==> src/rtl/axi_lite_arbiter_2m.sv <==
// ---------------------------------------------------------------------------
// axi_lite_arbiter_2m
// Two-master AXI-Lite arbiter in front of a single AXI-Lite slave port.
// Write and read paths are arbitrated independently. Each path has its own
// IDLE/BUSY grant FSM and round-robin pointer. A grant is held from address
// acceptance until the response handshake, and all data passes through
// combinationally from the granted master.
//
// Build option:
//   AXIL_ARB_FIXED_PRIO_EN  master 0 always wins a tie; the pointer is removed.
//
// Ports:
//   clk, resetn                 clock, asynchronous active-low reset
//   i_m_aw*/o_m_awready         per-master write address channel (bit/slice n)
//   i_m_w*/o_m_wready           per-master write data channel
//   o_m_bvalid/i_m_bready       per-master write response channel
//   i_m_ar*/o_m_arready         per-master read address channel
//   o_m_rdata/o_m_rvalid/i_m_rready  per-master read data channel
//   o_s_* / i_s_*               shared slave-side AXI-Lite channels
//   o_wr_grant, o_rd_grant      one-hot current grant per path (status)
// ---------------------------------------------------------------------------
module axi_lite_arbiter_2m #(
  parameter int unsigned ADDR_WIDTH = 32,
  parameter int unsigned DATA_WIDTH = 32
) (
  input  logic                    clk,
  input  logic                    resetn,
  input  logic [2*ADDR_WIDTH-1:0] i_m_awaddr,
  input  logic [1:0]              i_m_awvalid,
  output logic [1:0]              o_m_awready,
  input  logic [2*DATA_WIDTH-1:0] i_m_wdata,
  input  logic [7:0]              i_m_wstrb,
  input  logic [1:0]              i_m_wvalid,
  output logic [1:0]              o_m_wready,
  output logic [1:0]              o_m_bvalid,
  input  logic [1:0]              i_m_bready,
  input  logic [2*ADDR_WIDTH-1:0] i_m_araddr,
  input  logic [1:0]              i_m_arvalid,
  output logic [1:0]              o_m_arready,
  output logic [2*DATA_WIDTH-1:0] o_m_rdata,
  output logic [1:0]              o_m_rvalid,
  input  logic [1:0]              i_m_rready,
  output logic [ADDR_WIDTH-1:0]   o_s_awaddr,
  output logic                    o_s_awvalid,
  input  logic                    i_s_awready,
  output logic [DATA_WIDTH-1:0]   o_s_wdata,
  output logic [3:0]              o_s_wstrb,
  output logic                    o_s_wvalid,
  input  logic                    i_s_wready,
  input  logic                    i_s_bvalid,
  output logic                    o_s_bready,
  output logic [ADDR_WIDTH-1:0]   o_s_araddr,
  output logic                    o_s_arvalid,
  input  logic                    i_s_arready,
  input  logic [DATA_WIDTH-1:0]   i_s_rdata,
  input  logic                    i_s_rvalid,
  output logic                    o_s_rready,
  output logic [1:0]              o_wr_grant,
  output logic [1:0]              o_rd_grant
);

  localparam int unsigned STRB_WIDTH = 4;
  localparam logic [0:0]  ST_IDLE    = 1'b0;
  localparam logic [0:0]  ST_BUSY    = 1'b1;

  // ---------------------------------------------------------------- write path
  logic [0:0] wr_state, wr_state_nxt;
  logic       wr_gnt, wr_gnt_nxt;
  logic       wr_pick;
`ifndef AXIL_ARB_FIXED_PRIO_EN
  logic       wr_ptr, wr_ptr_nxt;
`endif

  // Winner among current AW requesters; only meaningful while some request is up
  always_comb begin
`ifdef AXIL_ARB_FIXED_PRIO_EN
    wr_pick = ~i_m_awvalid[0];
`else
    wr_pick = (i_m_awvalid == 2'b11) ? wr_ptr : i_m_awvalid[1];
`endif
  end

  // Write grant FSM: state register
  always_ff @(posedge clk or negedge resetn) begin
    if (!resetn) begin
      wr_state <= ST_IDLE;
      wr_gnt   <= 1'b0;
`ifndef AXIL_ARB_FIXED_PRIO_EN
      wr_ptr   <= 1'b0;
`endif
    end else begin
      wr_state <= wr_state_nxt;
      wr_gnt   <= wr_gnt_nxt;
`ifndef AXIL_ARB_FIXED_PRIO_EN
      wr_ptr   <= wr_ptr_nxt;
`endif
    end
  end

  // Write grant FSM: next state; grant released after the B handshake
  always_comb begin
    wr_state_nxt = wr_state;
    wr_gnt_nxt   = wr_gnt;
`ifndef AXIL_ARB_FIXED_PRIO_EN
    wr_ptr_nxt   = wr_ptr;
`endif
    if (wr_state == ST_IDLE) begin
      if (|i_m_awvalid) begin
        wr_state_nxt = ST_BUSY;
        wr_gnt_nxt   = wr_pick;
      end
    end else begin
      if (i_s_bvalid && o_s_bready) begin
        wr_state_nxt = ST_IDLE;
`ifndef AXIL_ARB_FIXED_PRIO_EN
        wr_ptr_nxt   = ~wr_gnt;
`endif
      end
    end
  end

  // Write routing: everything is zero unless a master holds the write grant
  always_comb begin
    o_s_awaddr  = '0;
    o_s_awvalid = 1'b0;
    o_s_wdata   = '0;
    o_s_wstrb   = '0;
    o_s_wvalid  = 1'b0;
    o_s_bready  = 1'b0;
    o_m_awready = 2'b00;
    o_m_wready  = 2'b00;
    o_m_bvalid  = 2'b00;
    o_wr_grant  = 2'b00;
    if (wr_state == ST_BUSY) begin
      o_wr_grant[wr_gnt] = 1'b1;
      if (wr_gnt) begin
        o_s_awaddr = i_m_awaddr[2*ADDR_WIDTH-1:ADDR_WIDTH];
        o_s_wdata  = i_m_wdata[2*DATA_WIDTH-1:DATA_WIDTH];
        o_s_wstrb  = i_m_wstrb[2*STRB_WIDTH-1:STRB_WIDTH];
      end else begin
        o_s_awaddr = i_m_awaddr[ADDR_WIDTH-1:0];
        o_s_wdata  = i_m_wdata[DATA_WIDTH-1:0];
        o_s_wstrb  = i_m_wstrb[STRB_WIDTH-1:0];
      end
      o_s_awvalid         = i_m_awvalid[wr_gnt];
      o_s_wvalid          = i_m_wvalid[wr_gnt];
      o_s_bready          = i_m_bready[wr_gnt];
      o_m_awready[wr_gnt] = i_s_awready;
      o_m_wready[wr_gnt]  = i_s_wready;
      o_m_bvalid[wr_gnt]  = i_s_bvalid;
    end
  end

  // ----------------------------------------------------------------- read path
  logic [0:0] rd_state, rd_state_nxt;
  logic       rd_gnt, rd_gnt_nxt;
  logic       rd_pick;
`ifndef AXIL_ARB_FIXED_PRIO_EN
  logic       rd_ptr, rd_ptr_nxt;
`endif

  // Winner among current AR requesters
  always_comb begin
`ifdef AXIL_ARB_FIXED_PRIO_EN
    rd_pick = ~i_m_arvalid[0];
`else
    rd_pick = (i_m_arvalid == 2'b11) ? rd_ptr : i_m_arvalid[1];
`endif
  end

  // Read grant FSM: state register
  always_ff @(posedge clk or negedge resetn) begin
    if (!resetn) begin
      rd_state <= ST_IDLE;
      rd_gnt   <= 1'b0;
`ifndef AXIL_ARB_FIXED_PRIO_EN
      rd_ptr   <= 1'b0;
`endif
    end else begin
      rd_state <= rd_state_nxt;
      rd_gnt   <= rd_gnt_nxt;
`ifndef AXIL_ARB_FIXED_PRIO_EN
      rd_ptr   <= rd_ptr_nxt;
`endif
    end
  end

  // Read grant FSM: next state; grant released after the R handshake
  always_comb begin
    rd_state_nxt = rd_state;
    rd_gnt_nxt   = rd_gnt;
`ifndef AXIL_ARB_FIXED_PRIO_EN
    rd_ptr_nxt   = rd_ptr;
`endif
    if (rd_state == ST_IDLE) begin
      if (|i_m_arvalid) begin
        rd_state_nxt = ST_BUSY;
        rd_gnt_nxt   = rd_pick;
      end
    end else begin
      if (i_s_rvalid && o_s_rready) begin
        rd_state_nxt = ST_IDLE;
`ifndef AXIL_ARB_FIXED_PRIO_EN
        rd_ptr_nxt   = ~rd_gnt;
`endif
      end
    end
  end

  // Read routing; rdata is replicated to both masters, qualified by rvalid
  always_comb begin
    o_s_araddr  = '0;
    o_s_arvalid = 1'b0;
    o_s_rready  = 1'b0;
    o_m_arready = 2'b00;
    o_m_rvalid  = 2'b00;
    o_m_rdata   = '0;
    o_rd_grant  = 2'b00;
    if (rd_state == ST_BUSY) begin
      o_rd_grant[rd_gnt] = 1'b1;
      if (rd_gnt) begin
        o_s_araddr = i_m_araddr[2*ADDR_WIDTH-1:ADDR_WIDTH];
      end else begin
        o_s_araddr = i_m_araddr[ADDR_WIDTH-1:0];
      end
      o_s_arvalid         = i_m_arvalid[rd_gnt];
      o_s_rready          = i_m_rready[rd_gnt];
      o_m_arready[rd_gnt] = i_s_arready;
      o_m_rvalid[rd_gnt]  = i_s_rvalid;
      o_m_rdata           = {i_s_rdata, i_s_rdata};
    end
  end

endmodule

==> config.mk <==
export PLATFORM = sky130hd
export DESIGN_NAME = axi_lite_arbiter_2m
export DESIGN_NICKNAME = d
export VERILOG_FILES = /design/src/rtl/axi_lite_arbiter_2m.sv
export SDC_FILE = /design/constraint.sdc
export NUM_CORES = 1
export LEC_CHECK = 0
export ABC_AREA = 1
export BUFFER_PORTS_ARGS = -buffer_cell sky130_fd_sc_hd__buf_2
export CELL_PAD_IN_SITES_DETAIL_PLACEMENT = 1
export CELL_PAD_IN_SITES_GLOBAL_PLACEMENT = 2
export CORE_AREA = 2 2 167 169
export DETAILED_ROUTE_END_ITERATION = 6
export DIE_AREA = 0 0 169 171
export HOLD_SLACK_MARGIN = 0.1
export PLACE_DENSITY_LB_ADDON = 0.1
export SETUP_SLACK_MARGIN = 0.1
export SYNTH_ARGS = -nofsm -noshare
export SYNTH_HDL_FRONTEND = slang
export SYNTH_SLANG_ARGS = --single-unit
==> constraint.sdc <==
create_clock -name clk -period 1.1 [get_ports clk]
set_input_delay 0.11 -clock clk [delete_from_list [all_inputs] [get_ports clk]]
set_output_delay 0.11 -clock clk [all_outputs]
set_load 0.02 [all_outputs]
==> flow_summary_export.csv, run 1 <==
group,metric,value,unit
yosys,yosys.area.top_type,"nand2_1",
yosys,synth_warnings,0,
clock_network,clk_latency,0.23,ns
clock_network,cts-root-to-sink-buffers,2,
yosys,avgSynthCellArea,4.593,um^2
power_and_ir_drop,pwr-share-comb,0.956,
route,dr.pass1.iters,4,
timing,finClkSkew,0.0001045,ns
floorplanning,die_h,171,um
global_route,antenna_found_initial,3,
route,vias,4668,
yosys,synth.most_common_cell,"nand2_1",
clock_network,htree_levels,1,
cells_and_area,post-route-util,0.3127,
route,wirelength,19.93,mm
critical_path,crit_path_end_kind,"output port",
yosys,synth_nets,735,
floorplanning,initial_core_util,0.08169,
timing,worstMarginPinSlew,0.2028,ns
yosys,synth.top_cells.by_area,"nand2_1 60%, buf_4 12%, buf_6 7.1%, inv_1 7.1%, dfrtp_1 6.7%",
timing,finalCritPeriodShare,1.363,
critical_path,crit_fanout,8,
yosys,synth_top_area_frac,0.5970,
clock_network,path_clk_slew,0.03,ns
status,violations,"setup timing",
worst_hold_path,hold_path.class,"input pin to register",
timing,fin_tns_setup,-58.19,ns
yosys,synth_edf_count,0,
place,portBuffers,431,
yosys,synth_xor_area_frac,0,
power_and_ir_drop,power_frac_seq,0.020,
critical_path,start_kind,"register",
route,drc,0,
yosys,ys_ff_latch,6,
timing,fin_crit,1.499,ns
global_route,grt_pass1_wl,25.32,mm
global_route,grtUsageMet3,0.02568,
yosys,ys_types,13,
power_and_ir_drop,p_per_area,2892,mW/mm^2
cells_and_area,area.growth.synth_to_final,282.8,%
cells_and_area,fillers,3257,
floorplanning,rows,61,
global_route,grt.overflow.total,0,
critical_path,required,0.99,ns
route,antenna_left,0,
global_route,grt_usage,0.1125,
cells_and_area,drive_gt1_frac,0.9134,
critical_path,critPathKind,"register to output port",
timing,fmax,667.0,MHz
power_and_ir_drop,p_int,12.31,mW
place,post-dp-hpwl,15.13,mm
place,placed_cells,1235,
yosys,async_flop_share,1.000,
yosys,synthMuxAreaShare,0,
floorplanning,ios,432,
critical_path,arrival,1.39,ns
timing,slew_viol_final,0,
timing,relSlewSlack,0.8645,
place,gp_routability_congestion,0.6922,
yosys,synth-simple-area-share,0.6284,
clock_network,cts_tree,"yes",
global_route,grt_max_degree,21,
yosys,synth_compound_area_frac,0.02018,
power_and_ir_drop,finalPower,24.71,mW
power_and_ir_drop,p_leak,4.784,nW
floorplanning,core,0.02732,mm^2
place,place_ws,-0.2527,ns
route,drt-initial-drc-count,67,
status,outcome,"complete, but fails checks",
power_and_ir_drop,peakVddDrop,858.2,uV
yosys,seq_area_frac_synth,0.06726,
global_route,met1_usage,0.1125,
floorplanning,die-area,0.02890,mm^2
cells_and_area,stdcell_count,1283,
timing,finalHoldViolations,0,
power_and_ir_drop,p_clk_frac,0.024,
clock_network,clockRootBuffer,"clkbuf_16",
clock_network,cts-buffers-inserted,3,
route,via_per_inst,3.638,
yosys,syn_area,0.002232,mm^2
global_route,grt_busiest_layer,"met2",
power_and_ir_drop,switchingPower,12.40,mW
cells_and_area,nets,1185,
yosys,synth_top_family_by_area,"simple AND/OR/NAND/NOR gates",
global_route,grt_use_met2,0.2384,
yosys,synth_fa_ha_area_frac,0,
timing,rsz0062_at_grt,"true",
global_route,grt_pass1_vias,4517,
run,drv_cap,0,
route,wl_per_cell,15.53,um
yosys,synth_commonest_cells,"355 x nand2_1, 42 x inv_1, 35 x buf_4",
yosys,netlist_instances,486,
timing,setup_viol,189,
power_and_ir_drop,switching_share,0.5018,
floorplanning,die_w,169,um
yosys,ys.flop_type,"dfrtp_1",
clock_network,cts_sinks,6,
timing,setup_ws,-0.3993,ns
==> area by class of cell <==
type	count	area, um^2	area share
repair buffers	499	4434	0.5190
multi-input cells	379	3127	0.3659
well taps	346	432.9	0.05067
inverters	45	294.0	0.03441
flip-flops and latches	6	152.6	0.01786
clock buffers	4	78.83	0.009225
repair inverters	2	20.02	0.002343
diodes	2	5.005	0.0005857
==> sequential cells by signal (all words and copies together), names as in the netlist <==
| register | flops |
|---|---|
| wr_ptr | 1 |
| rd_ptr | 1 |
| wr_state | 1 |
| rd_gnt | 1 |
| wr_gnt | 1 |
| rd_state | 1 |
==> power groups by stage <==
stage	Sequential [mW]	Clock (mW)	Combinational, mW
after floorplan	0.433	0	10.3
after global routing	0.508	0.622	25.0
after CTS	0.474	0.611	18.2
final	0.488	0.596	23.6
after detailed placement	0.457	0	14.4
after global placement	0.459	0	14.6
==> final timing paths <==
path	startpoint	slack, ns	depth (start not counted)	to
worst max-delay path	wr_gnt	-0.40	7	o_s_awaddr[4]
worst min-delay path	i_m_arvalid[0]	0.15	3	rd_state
worst max register to register	rd_state	-0.17	6	rd_gnt
worst min register to register	rd_ptr	0.47	2	rd_ptr
max in group asynchronous	resetn	0.66	2	rd_state
min in group asynchronous	resetn	0.27	2	wr_ptr
==> placed cells by master (no fill, tap or decap) <==
master         count
dlygate4sd3_1      1
o21bai_1           1
nor2_4             7
nand2_8            2
buf_16             6
dfrtp_2            2
nand3_1            1
dfrtp_1            4
nand2_1           59
buf_6            182
nand2_4          165
nand2_2          131
inv_2              5
buf_2            248
o21ai_2            1
clkbuf_16         17
inv_1              7
buf_12            17
inv_8              2
inv_6              1
nor2_2             1
nand3_2            3
buf_8              6
inv_16             2
inv_12             1
inv_4             29
o21bai_4           1
clkbuf_1           1
diode_2            2
buf_4             25
nor2_1             2
o21ai_1            2
o21ai_0            3
==> layer usage <==
layer  vias up  part of all wire
met2       199              0.60
li1       2293                 -
met3         4             0.068
met4         2            0.0017
met1      2170              0.33
met5         -           0.00080
==> metrics by stage <==
stage	area [um^2]	hold WS [ns]
global placement	5514	-0.04258
CTS	6524	0.1507
detailed placement	5514	-0.04398
floorplan	3122	-0.1856
finish	8544	0.1512
global route	8544	0.1689
==> timing repair <==
item / in CTS / in global routing
resized for setup: 206 / 493
endpoints found under the setup margin: 189 / 189
setup buffers: 10 / 10
pin swaps: 6 / 44
hold buffers: 1 / 0
gates cloned: 8 / 17
hold endpoints to repair: 6 / 0
==> worst max-delay path, cell delays in order (launching register included) <==
cell     delay [ns]
dfrtp_1        0.39
buf_6          0.13
nand2_8        0.08
inv_16         0.12
buf_12         0.16
nand2_2        0.06
nand2_2        0.09
buf_6          0.12
==> cells by family (layout without fill, tap and decap cells) <==
group                  Yosys count  in the layout
and+or+nand+nor                371            371
DFF                              6              6
AOI/OAI and AO/OA                8              8
other                            0              2
buffers and inverters          101            550
Power figures use the tool's default switching activity.
==> inputs of run 2 (changes only) <==
GPL_TIMING_DRIVEN = 0   (was unset)
MAX_ROUTING_LAYER = met4   (was unset)
==> run 2 against run 1 <==
Compared with the run above: the run still ends with setup timing left; flip-flop and latch count stayed put; die area stayed put; hold slack better by 0.0054 ns; power is 2.2% lower; fmax is 1.2% higher; utilization hardly changed; critical path depth stayed put; critical path type unchanged.
==> flow_summary_export.csv, run 2 (same netlist as run 1, synthesis figures left out) <==
group,metric,value,unit
timing,fmax,674.8,MHz
route,wirelength,18.87,mm
global_route,grt.overflow.total,0,
timing,setup_ws,-0.3819,ns
place,portBuffers,431,
place,postPlaceCellArea,0.005712,mm^2
cells_and_area,drive_gt1_frac,0.9162,
global_route,grt_pass1_wl,26.73,mm
worst_hold_path,hold_path.class,"input pin to register",
floorplanning,core,0.02732,mm^2
global_route,grt_usage,0.1215,
clock_network,cts-root-to-sink-buffers,2,
power_and_ir_drop,p_per_area,2828,mW/mm^2
critical_path,crit_fanout,9,
cells_and_area,nets,1205,
floorplanning,ios,432,
floorplanning,die-area,0.02890,mm^2
timing,rsz0062_at_grt,"true",
clock_network,htree_levels,1,
critical_path,reg2regPathDepth,6,
critical_path,start_kind,"register",
route,via_per_inst,3.556,
clock_network,cts_tree,"yes",
cells_and_area,fillers,3255,
route,drt-initial-drc-count,51,
cells_and_area,fin_area,0.008549,mm^2
global_route,antenna_found_initial,1,
place,post-dp-hpwl,15.33,mm
timing,worstMarginPinSlew,0.2323,ns
floorplanning,rows,61,
timing,setup_viol,188,
clock_network,cts_sinks,6,
clock_network,clk_latency,0.23,ns
timing,finalHoldViolations,0,
global_route,grt_max_degree,11,
route,dr.pass1.iters,3,
floorplanning,initial_core_util,0.08169,
power_and_ir_drop,finalPower,24.18,mW
floorplanning,die_w,169,um
timing,finalCritPeriodShare,1.347,
critical_path,arrival,1.37,ns
critical_path,crit_path_end_kind,"output port",
place,gp_routability_congestion,0.6974,
route,antenna_left,0,
cells_and_area,post-route-util,0.3129,
route,wl_per_cell,14.49,um
timing,fin_crit,1.482,ns
cells_and_area,final_common_cell,"buf_2",
floorplanning,die_h,171,um
critical_path,required,0.99,ns
power_and_ir_drop,p_leak,4.759,nW
timing,slew_viol_final,0,
status,outcome,"complete, but fails checks",
run,drv_cap,0,
timing,relSlewSlack,0.8451,
route,vias,4630,
cells_and_area,final_cell_mix,"250 x buf_2, 204 x buf_6, 150 x nand2_4",
status,violations,"setup timing",
clock_network,cts-buffers-inserted,3,
worst_hold_path,holdPathStages,3,
power_and_ir_drop,peakVddDrop,840.3,uV
route,drc,0,
cells_and_area,area.growth.synth_to_final,283.0,%
clock_network,clockRootBuffer,"clkbuf_16",
clock_network,path_clk_slew,0.03,ns
timing,finClkSkew,0.0001365,ns
critical_path,critPathKind,"register to output port",
global_route,grt_pass1_vias,4689,
## run 2: metal layers
layer / global-route usage / wire length, um / up-vias
met3: 0.02452 / 1380 / 0
met1: 0.1291 / 6386 / 2105
met2: 0.2431 / 11100 / 195
met5: - / 0 / -
met4: 0.003344 / 0 / 0
li1: - / - / 2330
## run 2: worst paths after layout
| kind | from | endpoint | slack (ns) |
|---|---|---|---|
| worst max-delay path | rd_gnt | o_s_araddr[9] | -0.38 |
| worst min-delay path | i_m_arvalid[0] | rd_state | 0.16 |
| worst max register to register | rd_state | rd_gnt | -0.15 |
| worst min register to register | wr_ptr | wr_ptr | 0.49 |
| max in group asynchronous | resetn | rd_gnt | 0.66 |
| min in group asynchronous | resetn | wr_ptr | 0.27 |
## run 2: critical path, stage by stage (launching register included)
cell and delay (ns):
dfrtp_2 0.42, inv_2 0.10, nand2_4 0.08, inv_8 0.13, buf_12 0.14, nand2_1 0.06, nand2_2 0.05, buf_2 0.15
## run 2: timing repair
action                                 in CTS  in global routing
pin swaps                                  52                 49
gates cloned                                9                  4
buffers inserted                           16                  4
endpoints found under the hold margin       6                  0
hold buffers                                1                  0
gates resized for setup                   496                211
setup endpoints to repair                 188                189
## run 2: area by class of cell
type | count | area (um^2) | share of cell area
well taps | 346 | 432.9 | 0.05064
flip-flops and latches | 6 | 155.1 | 0.01815
repair inverters | 2 | 20.02 | 0.002342
diodes | 1 | 2.502 | 0.0002927
multi-input cells | 379 | 3064 | 0.3584
plain buffers | 56 | 803.3 | 0.09396
clock buffers | 4 | 78.83 | 0.009220
repair buffers | 463 | 3731 | 0.4364
inverters | 45 | 261.5 | 0.03059
## run 2: where the power goes
part	internal (mW)	leakage, nW	total [mW]	switching [mW]
clock	0.480	0.0382	0.599	0.119
combinational	11.3	4.65	23.1	11.8
sequential	0.337	0.0677	0.494	0.157
total	12.1	4.76	24.2	12.1
## run 2: stage by stage
step / TNS (ns) / setup WS [ns] / cells / hold WS (ns)
floorplan: -0.2220 / -0.01056 / 486 / -0.1856
global placement: -32.10 / -0.3348 / 1263 / -0.04869
detailed placement: -31.27 / -0.3191 / 1263 / -0.04414
CTS: -58.12 / -0.4036 / 1293 / 0.1472
global route: -65.76 / -0.4358 / 1302 / 0.1739
finish: -56.71 / -0.3819 / 1302 / 0.1567
